`src/rtl/vecunit_pkg.sv`:
```
// rtl/vecunit_pkg.sv - shared vector-unit widths, FSM encoding and defaults
package vecunit_pkg;

    localparam int MVL_DEFAULT = 16;

    typedef enum logic [1:0] {
        ST_IDLE = 2'd0,
        ST_RUN  = 2'd1,
        ST_DONE = 2'd2
    } seq_state_e;

    // Bits needed to hold the value n itself (not n distinct codes).
    function automatic int bitwidth(input int n);
        return $clog2(n + 1);
    endfunction

    function automatic int log2_min1(input int n);
        int r;
        r = $clog2(n);
        return (r < 1) ? 1 : r;
    endfunction

    function automatic int vl_width(input int mvl);
        return bitwidth(mvl);
    endfunction

    function automatic int idx_width(input int mvl);
        return log2_min1(mvl);
    endfunction

endpackage

```
`src/rtl/vec_elem_seq_if.sv`:
```
// rtl/vec_elem_seq_if.sv - issue, element-beat and completion handshakes of the sequencer
interface vec_elem_seq_if
    import vecunit_pkg::*;
#(
    parameter int MVL   = MVL_DEFAULT,
    parameter int LANES = 2,
    parameter int IDW   = 4
) ();
    localparam int IW = idx_width(MVL);

    logic             start_valid;
    logic             start_ready;
    logic [IDW-1:0]   start_id;

    logic             elem_valid;
    logic             elem_ready;
    logic [IW-1:0]    elem_idx;
    logic [LANES-1:0] elem_mask;
    logic             elem_last;
    logic [IDW-1:0]   elem_id;

    logic             done_valid;
    logic [IDW-1:0]   done_id;

    modport master (
        output start_valid, start_id, elem_ready,
        input  start_ready, elem_valid, elem_idx, elem_mask, elem_last, elem_id,
        input  done_valid, done_id
    );

    modport slave (
        input  start_valid, start_id, elem_ready,
        output start_ready, elem_valid, elem_idx, elem_mask, elem_last, elem_id,
        output done_valid, done_id
    );

endinterface

```
`src/rtl/vec_tail_mask.sv`:
```
// rtl/vec_tail_mask.sv - per-lane tail mask and last-beat flag for a beat starting at cnt
module vec_tail_mask #(
    parameter int LANES = 2,
    parameter int VLW   = 5
) (
    input  logic [VLW:0]     cnt_i,
    input  logic [VLW-1:0]   vl_i,
    output logic [LANES-1:0] mask_o,
    output logic             last_o
);
    localparam int CW = VLW + 1;

    // One extra bit so cnt+LANES past the tail never wraps below vl.
    logic [CW-1:0] vl_ext;
    assign vl_ext = {1'b0, vl_i};

    for (genvar i = 0; i < LANES; i++) begin : g_lane
        assign mask_o[i] = (cnt_i + CW'(i)) < vl_ext;
    end

    assign last_o = (cnt_i + CW'(LANES)) >= vl_ext;

endmodule

```
`src/rtl/vec_elem_seq.sv`:
```
// rtl/vec_elem_seq.sv - snapshots VL per instruction and emits masked LANES-wide element beats
module vec_elem_seq
    import vecunit_pkg::*;
#(
    parameter int MVL   = MVL_DEFAULT,
    parameter int LANES = 2,
    parameter int IDW   = 4
) (
    input  logic                     clk,
    input  logic                     rst,
    input  logic [vl_width(MVL)-1:0] vlr,
    input  logic                     kill,
    output logic                     busy,
    vec_elem_seq_if.slave            bus
);
    localparam int VLW = vl_width(MVL);
    localparam int IW  = idx_width(MVL);
    localparam int CW  = VLW + 1;

    localparam logic [VLW-1:0] MVL_V   = VLW'(MVL);
    localparam logic [CW-1:0]  LANES_C = CW'(LANES);

    seq_state_e       state_q, state_d;
    logic [VLW-1:0]   vl_q, vl_d;
    logic [CW-1:0]    cnt_q, cnt_d;
    logic [IDW-1:0]   id_q, id_d;

    logic [VLW-1:0]   vl_clamped;
    logic             in_run;
    logic             start_fire;
    logic             elem_fire;
    logic [LANES-1:0] tail_mask;
    logic             tail_last;

    assign vl_clamped = (vlr > MVL_V) ? MVL_V : vlr;
    assign in_run     = (state_q == ST_RUN);
    assign start_fire = bus.start_valid & bus.start_ready;
    assign elem_fire  = in_run & bus.elem_ready;

    vec_tail_mask #(
        .LANES (LANES),
        .VLW   (VLW)
    ) u_tail (
        .cnt_i  (cnt_q),
        .vl_i   (vl_q),
        .mask_o (tail_mask),
        .last_o (tail_last)
    );

    always_comb begin
        state_d = state_q;
        vl_d    = vl_q;
        cnt_d   = cnt_q;
        id_d    = id_q;
        unique case (state_q)
            ST_IDLE: begin
                if (start_fire) begin
                    vl_d    = vl_clamped;
                    id_d    = bus.start_id;
                    cnt_d   = '0;
                    state_d = (vl_clamped != '0) ? ST_RUN : ST_DONE;
                end
            end
            ST_RUN: begin
                if (elem_fire) begin
                    cnt_d = cnt_q + LANES_C;
                    if (tail_last) begin
                        state_d = ST_DONE;
                    end
                end
            end
            ST_DONE: state_d = ST_IDLE;
            default: state_d = ST_IDLE;
        endcase
        // Flush wins from any state, including a pending completion.
        if (kill) begin
            state_d = ST_IDLE;
        end
    end

    always_ff @(posedge clk) begin
        if (rst) begin
            state_q <= ST_IDLE;
            vl_q    <= '0;
            cnt_q   <= '0;
            id_q    <= '0;
        end else begin
            state_q <= state_d;
            vl_q    <= vl_d;
            cnt_q   <= cnt_d;
            id_q    <= id_d;
        end
    end

    assign bus.start_ready = (state_q == ST_IDLE) & ~kill;
    assign bus.elem_valid  = in_run;
    assign bus.elem_idx    = cnt_q[IW-1:0];
    assign bus.elem_mask   = in_run ? tail_mask : '0;
    assign bus.elem_last   = in_run & tail_last;
    assign bus.elem_id     = id_q;
    assign bus.done_valid  = (state_q == ST_DONE) & ~kill;
    assign bus.done_id     = id_q;
    assign busy            = (state_q != ST_IDLE);

endmodule
```
`src/flat_wrapper.sv`:
```
// flat-port wrapper written by rule: the top's interface ports become plain ports
module vec_elem_seq_flat import vecunit_pkg::*;
#(
    parameter int MVL   = MVL_DEFAULT,
    parameter int LANES = 2,
    parameter int IDW   = 4
)
  (clk, rst, vlr, kill, busy, bus_start_valid, bus_start_id, bus_elem_ready, bus_start_ready, bus_elem_valid, bus_elem_idx, bus_elem_mask, bus_elem_last, bus_elem_id, bus_done_valid, bus_done_id);
  vec_elem_seq_if #(.MVL(MVL), .LANES(LANES), .IDW(IDW)) bus_i ();
  input  logic clk;
  input  logic rst;
  input  logic [vl_width(MVL)-1:0] vlr;
  input  logic kill;
  output logic busy;
  input wire logic [$bits(bus_i.start_valid)-1:0] bus_start_valid;
  input wire logic [$bits(bus_i.start_id)-1:0] bus_start_id;
  input wire logic [$bits(bus_i.elem_ready)-1:0] bus_elem_ready;
  output wire logic [$bits(bus_i.start_ready)-1:0] bus_start_ready;
  output wire logic [$bits(bus_i.elem_valid)-1:0] bus_elem_valid;
  output wire logic [$bits(bus_i.elem_idx)-1:0] bus_elem_idx;
  output wire logic [$bits(bus_i.elem_mask)-1:0] bus_elem_mask;
  output wire logic [$bits(bus_i.elem_last)-1:0] bus_elem_last;
  output wire logic [$bits(bus_i.elem_id)-1:0] bus_elem_id;
  output wire logic [$bits(bus_i.done_valid)-1:0] bus_done_valid;
  output wire logic [$bits(bus_i.done_id)-1:0] bus_done_id;
  assign bus_i.start_valid = bus_start_valid;
  assign bus_i.start_id = bus_start_id;
  assign bus_i.elem_ready = bus_elem_ready;
  assign bus_start_ready = bus_i.start_ready;
  assign bus_elem_valid = bus_i.elem_valid;
  assign bus_elem_idx = bus_i.elem_idx;
  assign bus_elem_mask = bus_i.elem_mask;
  assign bus_elem_last = bus_i.elem_last;
  assign bus_elem_id = bus_i.elem_id;
  assign bus_done_valid = bus_i.done_valid;
  assign bus_done_id = bus_i.done_id;
  vec_elem_seq #(.MVL(MVL), .LANES(LANES), .IDW(IDW)) u_core (.clk(clk), .rst(rst), .vlr(vlr), .kill(kill), .busy(busy), .bus(bus_i));
endmodule
```
`config.mk`:
```
export PLATFORM = sky130hd
export DESIGN_NAME = vec_elem_seq_flat
export DESIGN_NICKNAME = d
export VERILOG_FILES = /design/src/rtl/vecunit_pkg.sv /design/src/rtl/vec_elem_seq_if.sv /design/src/rtl/vec_tail_mask.sv /design/src/rtl/vec_elem_seq.sv /design/src/flat_wrapper.sv
export SDC_FILE = /design/constraint.sdc
export NUM_CORES = 1
export LEC_CHECK = 0
export BUFFER_PORTS_ARGS = -buffer_cell sky130_fd_sc_hd__buf_4
export CORE_AREA = 2 2 55 57
export CTS_CLUSTER_DIAMETER = 30
export DETAILED_ROUTE_END_ITERATION = 10
export DIE_AREA = 0 0 57 59
export PLACE_DENSITY = 0.73
export SLEW_MARGIN = 10
export SYNTH_ARGS = -nofsm -noshare
export SYNTH_HDL_FRONTEND = slang
export SYNTH_HIERARCHICAL = 1
export SYNTH_SLANG_ARGS = --single-unit
```
`constraint.sdc`:
```
create_clock -name clk -period 1.75 [get_ports clk]
set_input_delay 0.2625 -clock clk [delete_from_list [all_inputs] [get_ports clk]]
set_output_delay 0.2625 -clock clk [all_outputs]
set_load 0.02 [all_outputs]
```
==> results by group <==
Run status
  – Status: finished with violations
  – Violated checks: negative setup slack

Detailed routing
  – Drt wl/cell: 13.4 µm
  – DR DRC count: 0
  – Routed Antenna Nets: 0
  – 1st-pass router iterations: 5
  – Post-Route WL: 2940 µm
  – 1st-iter DRT viols: 20
  – Mean number of vias per cell: 5.21
  – Via count: 1147

Yosys
  – Adder-Cell Fraction of Synth Area: 17.1%
  – #FFs+latches synth: 16
  – Yosys warns: 6
  – Sequential fraction of the synthesis area: 25.7%
  – Synth Area in XOR/XNOR: 5.62%
  – Mapped cell area: 0.00125 mm²
  – Simple-gate area share of the yosys netlist: 25.5%
  – Synth Area in Compound Gates: 14.7%
  – Asr flop ratio synth: 0%
  – Post-synth top flop: dfxtp_1
  – Number of synthesized flops with an enable pin: 0
  – Avg Cell Area, Syn: 8.21 µm²
  – Mux contribution to synthesized area: 0.802%
  – Distinct cells, synth: 38
  – Main combinational cell family by area after synthesis: simple AND/OR/NAND/NOR gates
  – Post-synthesis cell count: 152

Critical path
  – Delay of the slowest critical-path stage: 0.41 ns
  – Worst R2R Setup Slack: -0.16 ns
  – Stages on worst setup path: 8
  – Crit path DAT: 1.86 ns
  – Worst Path Buf+Inv: 2
  – Critical path's slowest cell: dfxtp_4
  – Cells along the critical path: buf_6 > nand3_1 > xnor2_1 > ha_1 > o21ai_1 > o21ai_1 > and2_4 > buf_6
  – Nature of the critical path endpoint: output port
  – CP Max Fanout: 6
  – R2R cell count: 10
  – Critical path class: reg -> out
  – Worst path required time: 1.49 ns
  – Delay-heaviest family, CP: flip-flops
  – Critical Path Source Type: flop

Clocking
  – Clk buf depth: 2
  – Worst-Skew Late Latency: 0.29 ns
  – Htree depth: 1
  – CTS clk-pin slew, worst paths: 0.10 ns
  – TritonCTS buffer count: 3
  – Root Buffer: clkbuf_4
  – Clock sink count: 16
  – Hold Buf Count CTS: 0
  – CTS tree: built

Global routing
  – Total GRT Usage: 17.6%
  – Largest net degree at the start of global routing: 15
  – Vias in the first global route: 1105
  – Initial antenna violation count: 0
  – First-pass GRT wire length: 4730 µm
  – Overflow after GRT: 0

Die
  – Core area: 0.00271 mm²
  – Die X-Extent: 57 µm
  – Die H: 59 µm
  – Io pins: 33
  – Die area: 0.00336 mm²
  – Row cnt: 19
  – Starting Density: 46.0%

Place
  – Pre-CTS WS: -0.156 ns
  – Final HPWL DP: 2230 µm
  – Routability cong.: 0.792
  – IO buf count: 31

Final layout
  – Commonest non-fill, non-tap cells in the layout: buf_4, nand2_1, a21oi_1, dfxtp_1, ha_1
  – Area growth, synth to finish: 34.3%
  – # diodes: 0
  – Most common cell after layout, fill and taps aside: buf_4
  – Layout cells sized above 1: 35.4%
  – Final Net Count: 221

STA
  – Worst Skew: 0.00769 ns
  – Max frequency: 471 MHz
  – Slew HR: 63.5%
  – Tcrit/Tclk final: 121%
  – Fin worst setup slack: -0.374 ns
  – Max Slew Vio Count: 0
  – RSZ-0062 raised after global routing: true
  – # setup viols final: 5
  – Final worst path period need: 2.12 ns
  – Setup TNS: -1.34 ns
  – Final hold vios: 0
  – Worst-margin pin slew: 0.545 ns

Power and ir drop
  – Max VDD drop: 513 µV
  – PwrDens: 471 mW/mm²
  – LEAKAGE: 0.722 nW
  – Tot Pwr: 0.000790 W

Hold path
  – Tightest Hold Check Type: in -> reg
  – Hold path cells: 3

Run
  – MaxCap Viol Count: 0
[cells in the mapped netlist, types with 2 or more instances]
library cell,instances,area share [%]
a21oi_1,15,6.0
and2_1,3,1.5
buf_4,9,5.4
buf_6,2,1.8
dfxtp_1,16,26
ha_1,17,17
inv_1,8,2.4
nand2_1,20,6.0
nand2b_1,3,1.5
nand3_1,3,1.2
nand3b_1,4,2.4
nand4_1,2,1.0
nor2_1,8,2.4
nor3_1,2,0.80
nor3b_1,2,1.2
o21ai_0,9,3.6
or3_1,2,1.0
xnor2_1,5,3.5
xor2_1,3,2.1
[metrics by stage]
stage | utilization, % | area (µm²) | hold WS [ns] | std cells
global route | 61.8 | 1680 | 0.201 | 220
detailed placement | 56.1 | 1520 | 0.447 | 214
global placement | 56.1 | 1520 | 0.444 | 214
floorplan | - | 1300 | 0.368 | 157
CTS | 59.1 | 1600 | 0.204 | 219
finish | 61.8 | 1680 | 0.216 | 220
[sequential cells by signal (all words and copies together), names as in the netlist]
signal,flops
u_core/state_q,2
u_core/cnt_q,5
u_core/bus.done_id,4
u_core/vl_q,5
[routing by layer]
metal  up-vias  GRT usage (%)  wire (µm)
met4         0           7.31         38
met5         -              0          0
li1        589              -          -
met1       520           20.6       1250
met2        34           31.9       1530
met3         4           3.06        132
[final cells by class]
cell class              count  area [µm²]
inverters                   8        30.0
multi-input cells         120         927
clock buffers               4        26.3
flip-flops and latches     16         327
well taps                  31        38.8
fillers                   244        1030
repair buffers             41         327
[power breakdown]
part	internal, W	total [W]	switching (W)
registers	0.000373	0.000382	0.00000905
logic	0.000102	0.000204	0.000101
clock network	0.0000885	0.000204	0.000116
total	0.000563	0.000790	0.000226
[final timing paths]
kind	from	endpoint
worst max-delay path	u_core/cnt_q[1]$_SDFFE_PP0P_	bus_elem_last
worst min register to register	u_core/vl_q[3]$_SDFFE_PP0P_	u_core/vl_q[3]$_SDFFE_PP0P_
worst max register to register	u_core/cnt_q[1]$_SDFFE_PP0P_	u_core/state_q[1]$_SDFFE_PP0P_
worst min-delay path	bus_start_id[3]	u_core/bus.done_id[3]$_SDFFE_PP0P_
[cells by family (layout without fill, tap and decap cells)]
| logic type | Yosys count | after routing |
|---|---|---|
| buf+inv | 21 | 53 |
| simple gates | 57 | 57 |
| xor+xnor | 8 | 8 |
| fa+ha+maj | 17 | 17 |
| flops | 16 | 16 |
| compound gates | 31 | 31 |
| mux | 1 | 1 |
| other cells | 1 | 6 |
[timing repair]
item                                    CTS  global route
gates resized for setup                   6            16
buffers inserted                          1             1
pin swaps                                 8             5
endpoints found under the setup margin    5             6
endpoints found under the hold margin     0             0
[worst register-to-register path: stages, from the launching register on]
cell and delay (ns):
dfxtp_4 0.41, ha_4 0.16, xor2_1 0.18, ha_1 0.26
o21ai_1 0.13, o21ai_1 0.09, buf_4 0.14, buf_4 0.12
nand2_1 0.09, o21ai_2 0.06, and3_1 0.17
(Power assumes the default switching activity.)
